**src/rtl/hazard_controller_pkg.sv**
```systemverilog
// Shared types for the front-end hazard controller: FSM state, register index
// and the bundle of stage stall/flush controls.
package hazard_controller_pkg;

    typedef logic [4:0] rv32_register;

    typedef enum logic [1:0] {
        RUN        = 2'd0,
        DIV_BUSY   = 2'd1,
        TRAP_DRAIN = 2'd2,
        TRAP_TAKE  = 2'd3
    } hazard_state_e;

    typedef struct packed {
        logic fe_stall;
        logic de_stall;
        logic ex_stall;
        logic fe_flush;
        logic de_flush;
        logic ex_flush;
    } pipe_ctrl_t;

    localparam pipe_ctrl_t CTRL_NONE      = '{default: 1'b0};
    localparam pipe_ctrl_t CTRL_FLUSH_ALL = '{fe_flush: 1'b1, de_flush: 1'b1,
                                              ex_flush: 1'b1, default: 1'b0};
    localparam pipe_ctrl_t CTRL_STALL_ALL = '{fe_stall: 1'b1, de_stall: 1'b1,
                                              ex_stall: 1'b1, default: 1'b0};

endpackage

```
**src/rtl/load_use_detect.sv**
```systemverilog
// Combinational load-use detector: decode reads a register that the load
// currently in EX has not yet written.
module load_use_detect
    import hazard_controller_pkg::*;
(
    input  logic         de_valid,
    input  rv32_register de_rs1,
    input  rv32_register de_rs2,
    input  logic         de_uses_rs1,
    input  logic         de_uses_rs2,
    input  logic         ex_valid,
    input  rv32_register ex_rd,
    input  logic         ex_is_load,
    output logic         load_use
);

    rv32_register src_idx [2];
    logic [1:0]   src_used;
    logic [1:0]   src_hit;

    assign src_idx[0] = de_rs1;
    assign src_idx[1] = de_rs2;
    assign src_used   = {de_uses_rs2, de_uses_rs1};

    generate
        for (genvar gi = 0; gi < 2; gi++) begin : g_src
            assign src_hit[gi] = src_used[gi] && (src_idx[gi] == ex_rd);
        end
    endgenerate

    // x0 is never a real dependency, so a load to x0 never stalls.
    assign load_use = de_valid && ex_valid && ex_is_load &&
                      (ex_rd != 5'd0) && (|src_hit);

endmodule

```
**src/rtl/hazard_controller.sv**
```systemverilog
// Front-end pipeline sequencer: load-use stalls, divider hold with watchdog,
// and trap entry (drain, then a single redirect cycle).
module hazard_controller
    import hazard_controller_pkg::*;
#(
    parameter int DRAIN_CYCLES   = 2,
    parameter int DIV_MAX_CYCLES = 34
) (
    input  logic         i_clk,
    input  logic         i_rst_n,
    input  logic         i_de_valid,
    input  rv32_register i_de_rs1,
    input  rv32_register i_de_rs2,
    input  logic         i_de_uses_rs1,
    input  logic         i_de_uses_rs2,
    input  logic         i_ex_valid,
    input  rv32_register i_ex_rd,
    input  logic         i_ex_is_load,
    input  logic         i_ex_div_start,
    input  logic         i_div_done,
    input  logic         i_ex_redirect,
    input  logic         i_ma_exc,
    output logic         o_fe_stall,
    output logic         o_de_stall,
    output logic         o_ex_stall,
    output logic         o_fe_flush,
    output logic         o_de_flush,
    output logic         o_ex_flush,
    output logic         o_div_kill,
    output logic         o_div_timeout,
    output logic         o_trap_take
);

    localparam logic [5:0] DIV_LIMIT  = 6'(DIV_MAX_CYCLES);
    localparam logic [3:0] DRAIN_LAST = 4'(DRAIN_CYCLES - 1);

    hazard_state_e state_reg, state_next;
    logic [5:0]    div_cnt_reg, div_cnt_next;
    logic [3:0]    drain_cnt_reg, drain_cnt_next;
    pipe_ctrl_t    ctrl;
    logic          div_kill, div_timeout, trap_take;
    logic          load_use;

    load_use_detect u_load_use_detect (
        .de_valid    (i_de_valid),
        .de_rs1      (i_de_rs1),
        .de_rs2      (i_de_rs2),
        .de_uses_rs1 (i_de_uses_rs1),
        .de_uses_rs2 (i_de_uses_rs2),
        .ex_valid    (i_ex_valid),
        .ex_rd       (i_ex_rd),
        .ex_is_load  (i_ex_is_load),
        .load_use    (load_use)
    );

    always_comb begin
        state_next     = state_reg;
        div_cnt_next   = div_cnt_reg;
        drain_cnt_next = drain_cnt_reg;
        ctrl           = CTRL_NONE;
        div_kill       = 1'b0;
        div_timeout    = 1'b0;
        trap_take      = 1'b0;

        case (state_reg)
            RUN: begin
                if (i_ma_exc) begin
                    ctrl           = CTRL_FLUSH_ALL;
                    div_kill       = i_ex_div_start;
                    state_next     = TRAP_DRAIN;
                    drain_cnt_next = 4'd0;
                end else if (i_ex_redirect) begin
                    ctrl.fe_flush = 1'b1;
                    ctrl.de_flush = 1'b1;
                end else if (i_ex_div_start) begin
                    ctrl         = CTRL_STALL_ALL;
                    state_next   = DIV_BUSY;
                    div_cnt_next = 6'd1;
                end else if (load_use) begin
                    ctrl.fe_stall = 1'b1;
                    ctrl.de_stall = 1'b1;
                    ctrl.ex_flush = 1'b1;
                end
            end
            DIV_BUSY: begin
                div_cnt_next = (div_cnt_reg == 6'h3f) ? div_cnt_reg : div_cnt_reg + 6'd1;
                // Trap entry wins over a divider completing in the same cycle.
                if (i_ma_exc) begin
                    ctrl           = CTRL_FLUSH_ALL;
                    div_kill       = 1'b1;
                    state_next     = TRAP_DRAIN;
                    drain_cnt_next = 4'd0;
                end else if (i_div_done) begin
                    state_next = RUN;
                end else if (div_cnt_reg == DIV_LIMIT) begin
                    div_timeout = 1'b1;
                    div_kill    = 1'b1;
                    state_next  = RUN;
                end else begin
                    ctrl = CTRL_STALL_ALL;
                end
            end
            TRAP_DRAIN: begin
                ctrl           = CTRL_FLUSH_ALL;
                drain_cnt_next = (drain_cnt_reg == 4'hf) ? drain_cnt_reg : drain_cnt_reg + 4'd1;
                if (drain_cnt_reg == DRAIN_LAST) begin
                    state_next = TRAP_TAKE;
                end
            end
            TRAP_TAKE: begin
                ctrl      = CTRL_FLUSH_ALL;
                trap_take = 1'b1;
                if (i_ma_exc) begin
                    state_next     = TRAP_DRAIN;
                    drain_cnt_next = 4'd0;
                end else begin
                    state_next = RUN;
                end
            end
            default: state_next = RUN;
        endcase

        // Held in reset the pipe is kept empty and no pulses escape.
        if (!i_rst_n) begin
            ctrl        = CTRL_FLUSH_ALL;
            div_kill    = 1'b0;
            div_timeout = 1'b0;
            trap_take   = 1'b0;
        end
    end

    always_ff @(posedge i_clk) begin
        if (!i_rst_n) begin
            state_reg     <= RUN;
            div_cnt_reg   <= 6'd0;
            drain_cnt_reg <= 4'd0;
        end else begin
            state_reg     <= state_next;
            div_cnt_reg   <= div_cnt_next;
            drain_cnt_reg <= drain_cnt_next;
        end
    end

    assign o_fe_stall    = ctrl.fe_stall;
    assign o_de_stall    = ctrl.de_stall;
    assign o_ex_stall    = ctrl.ex_stall;
    assign o_fe_flush    = ctrl.fe_flush;
    assign o_de_flush    = ctrl.de_flush;
    assign o_ex_flush    = ctrl.ex_flush;
    assign o_div_kill    = div_kill;
    assign o_div_timeout = div_timeout;
    assign o_trap_take   = trap_take;

endmodule

```
**config.mk**
```make
export PLATFORM = sky130hd
export DESIGN_NAME = hazard_controller
export DESIGN_NICKNAME = d
export VERILOG_FILES = /design/src/rtl/hazard_controller_pkg.sv /design/src/rtl/load_use_detect.sv /design/src/rtl/hazard_controller.sv
export SDC_FILE = /design/constraint.sdc
export NUM_CORES = 1
export LEC_CHECK = 0
export CELL_PAD_IN_SITES_DETAIL_PLACEMENT = 0
export CELL_PAD_IN_SITES_GLOBAL_PLACEMENT = 1
export CORE_ASPECT_RATIO = 0.9
export CORE_MARGIN = 2
export CORE_UTILIZATION = 33
export DETAILED_ROUTE_END_ITERATION = 8
export PLACE_DENSITY_LB_ADDON = 0.15
export RECOVER_POWER = 100
export SYNTH_ARGS = -nofsm -noshare
export SYNTH_HDL_FRONTEND = slang
export SYNTH_SLANG_ARGS = --single-unit
```
**constraint.sdc**
```tcl
create_clock -name i_clk -period 5.1 [get_ports i_clk]
set_input_delay 1.02 -clock i_clk [delete_from_list [all_inputs] [get_ports i_clk]]
set_output_delay 1.02 -clock i_clk [all_outputs]
set_load 0.1 [all_outputs]
```
==> flow_metrics.py <==
metrics = {
    "logic_synthesis": {
        "ys.flop_type": "dfxtp_1",
        "ys_types": 41,
        "synthMuxAreaShare_pct": 1.081,
        "synthArstFlopShare_pct": 0,
        "synth-edff-count": 0,
        "netlist_top_cells_area": "dfxtp_1 (26%), xor2_1 (7.6%), ha_1 (5.4%), a21oi_1 (4.9%), o21ai_0 (4.9%)",
        "synth_nets": 147,
        "yosysMostFrequentCell": "dfxtp_1",
        "ys_warn_count": 0,
        "synth_top_area_share_pct": 25.95,
        "synth-compound-area-share_pct": 20.95,
        "synth_xor_area_share_pct": 9.459,
        "syn_avg_cell_area_sq_um": 7.914,
        "synthSimpleGateAreaFrac_pct": 28.38,
        "yosys-top-cells-count": "dfxtp_1 (12), a21oi_1 (9), o21ai_0 (9)",
        "synth_top_family_by_area": "simple AND/OR/NAND/NOR gates",
        "netlist_instances": 117,
        "synth_seq_cells": 12,
        "synth_area_sq_um": 925.9,
        "synth_area_leader_cell": "dfxtp_1",
        "synthAdderAreaFrac_pct": 5.405,
        "yosysSeqAreaShare_pct": 25.95,
    },
    "setup_path": {
        "reg2reg_slack_ns": 3.29,
        "worstSetupStartpointType": "input port",
        "crit_fanout": 3,
        "rr_worst_depth": 5,
        "critPathKind": "in2out",
        "crit_required_ns": 4.08,
        "end_kind": "primary output",
        "cp_data_arrival_time_ns": 3.39,
    },
    "floorplanning": {
        "die_area_sq_mm": 0.003246,
        "initial_core_util_pct": 34.26,
        "pin_count": 35,
        "die_x_microns": 59.84,
        "die_y_microns": 54.25,
        "fp-row-count": 18,
        "core_area_sq_mm": 0.002703,
    },
    "sta": {
        "period_needed_ns": 4.413,
        "skew_ns": 0.006017,
        "setup_viol": 0,
        "max_freq_ghz": 0.2266,
        "fin_setup_tns_ns": 0,
        "rsz0062_at_grt": "no",
        "hold_slack_ns": 0.5042,
        "worst_pin_slew_ns": 1.204,
        "drv_slew": 0,
        "relSlewSlack_pct": 20.07,
        "finalHoldViolCount": 0,
        "finalCritPeriodShare_pct": 86.53,
        "worst_slack_ns": 0.6868,
    },
    "grt": {
        "grt_overflow": 0,
        "grt_max_degree": 13,
        "grtUsageTotal_pct": 14.86,
        "first_global_vias": 792,
        "grt_pass1_wl_microns": 3581,
        "antenna_found_initial": 0,
    },
    "placement": {
        "dp_cells": 175,
        "gp_congestion": 0.7587,
        "dpl.hpwl_microns": 1900,
        "port_buffers": 34,
        "dp_slack_ns": 1.076,
        "placed_area_sq_mm": 0.001239,
    },
    "drt": {
        "drc": 0,
        "drt_iter0_drc": 26,
        "antenna_left": 0,
        "wire_per_inst_microns": 13.44,
        "wl_microns": 2405,
        "vias": 944,
        "via_per_inst": 5.274,
        "firstDrtPassIters": 4,
    },
    "clocking": {
        "numCtsBuffers": 3,
        "postCtsSetupRepairBufs": 0,
        "cts-root-buf": "clkbuf_4",
        "tritoncts": "built",
        "clock-sinks": 12,
        "hold_buffers": 0,
        "cts.path.max_buffers": 2,
        "htree_levels": 1,
        "clk_pin_slew_ns": 0.08,
        "cts_resized": 0,
        "clkLatencyLatePin_ns": 0.28,
    },
    "layout": {
        "diodes": 0,
        "stdcell_area_sq_mm": 0.001237,
        "drive_above_1_share_pct": 8.054,
        "area_growth_pct": 33.65,
        "fillers": 282,
        "fin_nets": 180,
        "postLayoutCoreUtil_pct": 45.79,
        "largest_reg_flops": 6,
        "layoutNonFillerInstCount": 179,
    },
    "flow_run": {
        "cap_violations": 0,
    },
    "outcome": {
        "status": "finished, final reports clean",
    },
    "min_path": {
        "worstHoldPathCells": 2,
        "hold_path_class": "reg2reg",
    },
    "power": {
        "max-vdd-ir-drop_mv": 0.1170,
        "power_density_mw_per_mm2": 201.5,
        "leakage_nw": 0.4438,
        "finalPower_mw": 0.2493,
    },
}
==> power breakdown <==
group,switching (mW),internal [mW]
Sequential,0.00390,0.0960
Clock,0.0360,0.0435
Combinational,0.0402,0.0298
Total,0.0801,0.169
==> logic make-up (layout without fill, tap and decap cells) <==
family / count (synthesis) / count (layout)
simple gates: 45 / 45
compound gates: 30 / 30
buf+inv: 15 / 47
flops: 12 / 12
xor+xnor: 10 / 10
fa+ha+maj: 4 / 4
mux: 1 / 1
==> path summary, 6_finish.rpt <==
path	from	end
worst max-delay path	i_ex_rd[0]	o_ex_flush
worst min-delay path	drain_cnt_reg[3]	drain_cnt_reg[3]
worst max register to register	div_cnt_reg[1]	div_cnt_reg[3]
worst min register to register	drain_cnt_reg[3]	drain_cnt_reg[3]
==> placed cells by master (no fill, tap or decap), types with 2 or more instances in the layout <==
cell	instances
clkdlybuf4s50_1	22
dfxtp_1	12
o21ai_0	9
a21oi_1	9
inv_1	8
nor2_1	8
xor2_1	8
nand2_1	7
clkbuf_1	7
nand3_1	5
nor3_1	4
or3_1	4
ha_1	4
clkbuf_4	3
dlygate4sd3_1	3
a311oi_1	2
nor4_1	2
xnor2_1	2
or4_1	2
a211oi_1	2
or2_2	2
clkbuf_2	2
==> routing by layer <==
layer	track usage (%)	share of wire, %	up-vias
met1	20.77	51	435
met2	22.10	41	24
met3	4.255	6.7	2
met5	0	0	-
li1	-	-	483
met4	4.444	0.67	0
==> final cells by class <==
cell class              instances  area, sq um  share of cell area, %
clock buffers                   4        36.28                  2.932
inverters                       9        33.78                  2.730
flip-flops and latches         12        240.2                  19.41
repair buffers                 34        286.5                  23.15
multi-input cells              90        603.1                  48.74
well taps                      30        37.54                  3.033
==> worst max-delay path: stages <==
cell and delay, ns:
clkdlybuf4s50_1 0.53, or4_1 0.15, o2111ai_1 0.14, or4b_1 0.51, o21ai_0 0.15, clkbuf_1 0.89
No activity file was read; power rests on OpenSTA's default activity.
